$ cat config.mk
export PLATFORM = sky130hd
export DESIGN_NAME = ram_port_arbiter
export DESIGN_NICKNAME = d
export VERILOG_FILES = /design/src/rtl/ram_port_arbiter.sv
export SDC_FILE = /design/constraint.sdc
export NUM_CORES = 1
export LEC_CHECK = 0
export BUFFER_PORTS_ARGS = -buffer_cell sky130_fd_sc_hd__buf_4
export CAP_MARGIN = 10
export CORE_MARGIN = 1
export CORE_UTILIZATION = 56
export CTS_BUF_LIST = sky130_fd_sc_hd__clkbuf_8
export DETAILED_ROUTE_END_ITERATION = 8
export PLACE_DENSITY = 0.84
export SLEW_MARGIN = 20
export SYNTH_ARGS = -nofsm -noshare
export SYNTH_HDL_FRONTEND = slang
export SYNTH_SLANG_ARGS = --single-unit
export TNS_END_PERCENT = 20
$ cat constraint.sdc
create_clock -name clk -period 4.35 [get_ports clk]
set_input_delay 0.87 -clock clk [delete_from_list [all_inputs] [get_ports clk]]
set_output_delay 0.87 -clock clk [all_outputs]
set_load 0.03 [all_outputs]
$ cat src/rtl/ram_port_arbiter.sv
// ram_port_arbiter: shares one single-port RAM between an SPI command stream and a host port
module ram_port_arbiter #(
  parameter int ADDR_W = 8,
  parameter int DATA_W = 8,
  parameter int RD_LAT = 1
) (
  input  logic              clk,
  input  logic              rst,
  input  logic [9:0]        spi_rx_data,
  input  logic              spi_rx_valid,
  output logic [7:0]        spi_tx_data,
  output logic              spi_tx_valid,
  output logic              spi_overrun,
  input  logic              host_req,
  input  logic              host_we,
  input  logic [ADDR_W-1:0] host_addr,
  input  logic [DATA_W-1:0] host_wdata,
  output logic              host_gnt,
  output logic [DATA_W-1:0] host_rdata,
  output logic              host_rvalid,
  output logic              ram_en,
  output logic              ram_we,
  output logic [ADDR_W-1:0] ram_addr,
  output logic [DATA_W-1:0] ram_wdata,
  input  logic [DATA_W-1:0] ram_rdata
);
  typedef enum logic [1:0] {IDLE, ISSUE, RD_WAIT} state_t;
  localparam logic HOST = 1'b1;
  localparam int CW = $clog2(RD_LAT + 1);
  state_t state, state_nx;
  logic [ADDR_W-1:0] wr_addr, rd_addr, pend_addr, op_addr, pay_a;
  logic [DATA_W-1:0] pend_data, op_data, pay_d;
  logic [CW-1:0] cnt;
  logic [1:0] cmd;
  logic pend, pend_we, op_we, op_owner, last_owner;
  logic spi_acc, spi_win, host_win, rd_last;
  assign cmd = spi_rx_data[9:8];
  assign pay_a = ADDR_W'(spi_rx_data[7:0]);
  assign pay_d = DATA_W'(spi_rx_data[7:0]);
  assign spi_acc = spi_rx_valid && cmd[0];
  // on a tie the requester that did not own the last access wins
  assign spi_win = state == IDLE && pend && (!host_req || last_owner == HOST);
  assign host_win = state == IDLE && host_req && !spi_win;
  assign host_gnt = host_win && !rst;
  assign rd_last = state == RD_WAIT && cnt == CW'(RD_LAT);
  always_comb begin
    state_nx = state;
    ram_en = 1'b0;
    ram_we = 1'b0;
    ram_addr = '0;
    ram_wdata = '0;
    case (state)
      IDLE: state_nx = (spi_win || host_win) ? ISSUE : IDLE;
      ISSUE: begin
        state_nx = op_we ? IDLE : RD_WAIT;
        ram_en = 1'b1;
        ram_we = op_we;
        ram_addr = op_addr;
        ram_wdata = op_data;
      end
      RD_WAIT: state_nx = rd_last ? IDLE : RD_WAIT;
      default: state_nx = IDLE;
    endcase
  end
  always_ff @(posedge clk) begin
    if (rst) begin
      state <= IDLE;
      last_owner <= HOST;
      wr_addr <= '0;
      rd_addr <= '0;
      pend <= 1'b0;
      pend_we <= 1'b0;
      pend_addr <= '0;
      pend_data <= '0;
      op_owner <= 1'b0;
      op_we <= 1'b0;
      op_addr <= '0;
      op_data <= '0;
      cnt <= '0;
      spi_tx_data <= '0;
      spi_tx_valid <= 1'b0;
      spi_overrun <= 1'b0;
      host_rdata <= '0;
      host_rvalid <= 1'b0;
    end else begin
      state <= state_nx;
      spi_tx_valid <= 1'b0;
      host_rvalid <= 1'b0;
      spi_overrun <= spi_acc && pend && !spi_win;
      cnt <= state == RD_WAIT ? cnt + CW'(1) : CW'(1);
      if (spi_rx_valid && cmd == 2'b00) wr_addr <= pay_a;
      if (spi_rx_valid && cmd == 2'b10) rd_addr <= pay_a;
      if (spi_win) pend <= 1'b0;
      // a slot being granted this cycle frees room for the incoming access
      if (spi_acc && (!pend || spi_win)) begin
        pend <= 1'b1;
        pend_we <= !cmd[1];
        pend_addr <= cmd[1] ? rd_addr : wr_addr;
        pend_data <= cmd[1] ? '0 : pay_d;
      end
      if (spi_win || host_win) begin
        last_owner <= host_win;
        op_owner <= host_win;
        op_we <= spi_win ? pend_we : host_we;
        op_addr <= spi_win ? pend_addr : host_addr;
        op_data <= spi_win ? pend_data : (host_we ? host_wdata : '0);
      end
      if (rd_last && op_owner == HOST) begin
        host_rdata <= ram_rdata;
        host_rvalid <= 1'b1;
      end
      if (rd_last && op_owner != HOST) begin
        spi_tx_data <= ram_rdata[7:0];
        spi_tx_valid <= 1'b1;
      end
    end
  end
endmodule

# Word-level counts from Yosys, hierarchy flattened
# Cells that the tools add are included.
classes:
  addsub: 1
  eq_ne: 3
  n_mux: 19
  bitwise_logic: 1
  reduce_logical: 25
op_table:
  columns: ["op", "n"]
  rows:
  - ["8-bit two-way mux", 7]
  - ["1-bit logical AND", 14]
  - ["1-bit two-way mux", 9]
  - ["2-bit one-hot mux with 3 select lines", 1]
  - ["1-bit zero test", 5]
  - ["2-bit equality test, second input constant", 2]
  - ["2-bit zero test", 2]
  - ["2-bit two-way mux", 2]
  - ["1-bit logical OR", 3]
  - ["2-bit by 1-bit equality test with 1-bit output, second input constant", 1]
  - ["2-bit nonzero test", 1]
  - ["1-bit adder, second input constant", 1]
  - ["1-bit inverter", 1]
word_totals:
  ff_bits: 75
  output_inout_bits: 38
  word_cells: 67

# Longest topological paths before layout
logic_depth:
  depth_word: 8
  depth_mapped: 6

# Least setup slack after synthesis
# Ideal clock, no wire load.
synth_timing:
  path_kind: "input-to-output"
  from: "input port host_req"
  to: "output port host_gnt"
  t_arrival_ns: 2.039
  required_time_ns: 3.480
  path_slack_ns: 1.441
  stages: 3
  path_cell_list: "or3b_4 a21oi_2 nor2b_1"
synth_via:
  elab_chain_len: 6
  elab_cells_between_ends: 7
synth_rtl:
  columns: ["item", "line_no", "text"]
  rows:
  - ["from (decl)", "14", "input logic host_req,"]
  - ["1-bit zero test", "42", "assign spi_win = state == IDLE && pend && (!host_req || last_owner == HOST);"]
  - ["1-bit logical OR", "42", null]
  - ["1-bit logical AND", "42", null]
  - ["1-bit zero test", "43", "assign host_win = state == IDLE && host_req && !spi_win;"]
  - ["1-bit logical AND *", "43", null]
  - ["1-bit logical AND *", "44", "assign host_gnt = host_win && !rst;"]
  - ["to (decl)", "18", "output logic host_gnt,"]
# Every way passes the cells marked *; elsewhere a longest branch is shown, timed or not.

# Worst setup path after layout
layout_timing:
  from: "register state[0]"
  to: "output port ram_addr[5]"
layout_via:
  elab_chain_len: 2
layout_rtl:
  columns: ["item", "line_no", "text"]
  rows:
  - ["from (decl)", "30", "state_t state, state_nx;"]
  - ["from (signal assigned)", "86", "state <= state_nx;"]
  - ["2-bit by 1-bit equality test with 1-bit output", "52", "case (state)"]
  - ["8-bit two-way mux", "52", null]
  - ["to (decl)", "23", "output logic [ADDR_W-1:0] ram_addr,"]
# Every way passes these cells.

==> results.yml <==
global_route:
  grt_pass1_wl_um: 10560
  antenna_found_initial: 0
  grt_pass1_vias: 2211
  grt_use_total: 0.2558
  grt_max_degree: 76
  grt_overflow: 0
synth:
  syn_area_um2: 2988
  ys_ff_latch: 75
  synth-edff-count: 0
  synth_most_common_cell: "dfxtp_1"
  synth_cells: 319
  ys_warn_count: 0
  ys_seq_area_frac: 0.5025
  async_flop_share: 0
  dominantRegCellSynth: "dfxtp_1"
  synth_area_leaders: "dfxtp_1, mux2i_1, a21oi_1, a222oi_1, nor2_1"
  synth.avg_cell_area_um2: 9.366
  synth_fp_nets: 358
  ys_types: 34
  synth_top_area_frac: 0.5025
  synth_top_area_cell: "dfxtp_1"
  synth_common_cells: "dfxtp_1, nor2_1, a21oi_1"
sta:
  hold_violations: 0
  relSlewSlack: 0.3082
  fmax_mhz: 332.3
  drv_slew: 0
  rsz0062_at_grt: "no"
  finalSetupTns_ns: 0
  tightest_slew_ns: 1.036
  layout_min_cycle_time_ns: 3.009
  period_share: 0.6918
  setup_violations: 0
  fin_skew_ns: 0.008583
clocking:
  post-cts-setup-buffers: 0
  hold_buffers: 0
  cts.sinks: 75
  clockBufferDepth: 2
  cts-root-buf: "clkbuf_8"
  cts_resized: 0
  clk_latency_ns: 0.35
  cts_tree: "yes"
  cts_buffers: 9
  path_clk_slew_ns: 0.07
  htreeDepth: 3
worst_hold_path:
  hold_path.class: "reg2reg"
power_and_ir_drop:
  seqPwrFrac: 0.489
  switching_share: 0.2435
  p_leak_nw: 1.558
  clock_power_share: 0.392
  p_int_mw: 1.147
  power_switching_uw: 369.1
  comb_power_share: 0.119
  p_per_area_nw_per_um2: 402.3
  vdd_drop_max_mv: 0.2366
place:
  place.gp.congestion: 0.7730
  place_inst: 442
  io_buffer_count: 76
  hpwl_um: 4739
routing:
  postRouteAntennaNets: 0
  finalWirelength_um: 6967
  firstDrtPassIters: 5
  drc_errors: 0
  vias: 2579
  drtIter0Drc: 261
  wire_per_inst_um: 15.21
  avgViaCountPerCell: 5.631
floorplan:
  num_rows: 26
  die_area_um2: 5632
  start_util: 0.5850
  die_w_um: 75.05
  pin_count: 77
  die_y_um: 75.05
  coreArea_um2: 5107
run:
  maxCapViolCount: 0
status:
  outcome: "complete, no violations"
finish:
  n_antenna_cell: 0
  regArea_um2: 1501
  syn2layout_area_growth_pct: 26.09
  fin_nets: 422
  utilization: 0.7376
  layout-drive-gt1-share: 0.2603
  final_cells: 458
  multiInputGateArea_um2: 1350
  fill_cells: 376
critical_path:
  critical_path_peak_fanout: 19
  endpoint_kind: "output port"
  startpoint_type: "flip-flop"
  crit_type: "reg2out"
  crit_required_ns: 3.48
  cp.arrival_ns: 2.14
-- power by group through the flow --
stage	Combinational [mW]	Sequential, mW	Clock (mW)
final	0.181	0.741	0.594
after global routing	0.195	0.745	0.632
after detailed placement	0.179	0.756	0
after CTS	0.180	0.740	0.603
after global placement	0.174	0.755	0
after floorplan	0.121	0.750	0
-- placed cells by master (no fill, tap or decap), types with 2 or more instances in the layout --
cell	Yosys	layout
nand4b_1	8	8
and2_1	19	19
mux2i_1	24	24
clkbuf_8	0	11
inv_1	2	3
a211oi_1	9	9
buf_4	3	79
nor3b_1	2	2
nor2b_1	3	3
nor2_1	40	40
dfxtp_1	75	75
nand2_1	34	34
a21oi_1	36	36
bufinv_16	0	2
a222oi_1	16	16
o21ai_0	8	8
-- layer usage --
metal | global-route usage | part of all wire | vias up
met3 | 0.04552 | 0.048 | 12
met4 | 0.1258 | 0.020 | 0
met1 | 0.3412 | 0.45 | 1225
met2 | 0.4014 | 0.48 | 86
met5 | 0 | 0 | -
li1 | - | - | 1256
-- sequential cells by signal, indices dropped and copies added, names as in the netlist, 2 cells and up --
| name | cells |
|---|---|
| wr_addr | 8 |
| host_rdata | 8 |
| spi_tx_data | 8 |
| pend_addr | 8 |
| op_data | 8 |
| op_addr | 8 |
| rd_addr | 8 |
| state | 2 |
| pend_data | 8 |
-- critical path, cell delays in order, from the launching register on --
cell,delay (ns)
dfxtp_1,0.51
nor2b_1,0.87
and2_1,0.25
buf_4,0.17
-- cell type report --
cell class	instances	area share
Sequential cell	75	0.3985
Multi-Input combinational cell	216	0.3584
Timing Repair Buffer	79	0.1574
Clock buffer	11	0.04019
Tap cell	70	0.02325
Clock inverter	5	0.02026
Inverter	2	0.001993
-- through the flow --
stage	setup WS (ns)	cell area, um2	hold slack, ns	power, mW
global placement	1.422	3540	0.4423	0.9287
finish	1.341	3767	0.4567	1.516
floorplan	1.441	2988	0.4492	0.8710
global route	1.190	3767	0.4711	1.572
CTS	1.316	3767	0.4586	1.523
detailed placement	1.397	3540	0.4487	0.9347
-- final timing paths --
kind,endpoint,cells past startpoint,slack [ns],from
setup / recovery,ram_addr[5],3,1.34,state[0]
hold / removal,host_rdata[2],2,0.46,host_rdata[2]
setup reg to reg,pend_data[7],4,2.57,last_owner
hold reg to reg,host_rdata[2],2,0.46,host_rdata[2]
-- cell families (layout without fill, tap and decap cells) --
| group | after synthesis | count (layout) | share of synthesized area |
|---|---|---|---|
| compound gates | 76 | 76 | 0.1771 |
| buf+inv | 28 | 97 | 0.04564 |
| flops | 75 | 75 | 0.5025 |
| mux | 24 | 24 | 0.08040 |
| simple gates | 116 | 116 | 0.1943 |
(Power assumes the default switching activity.)
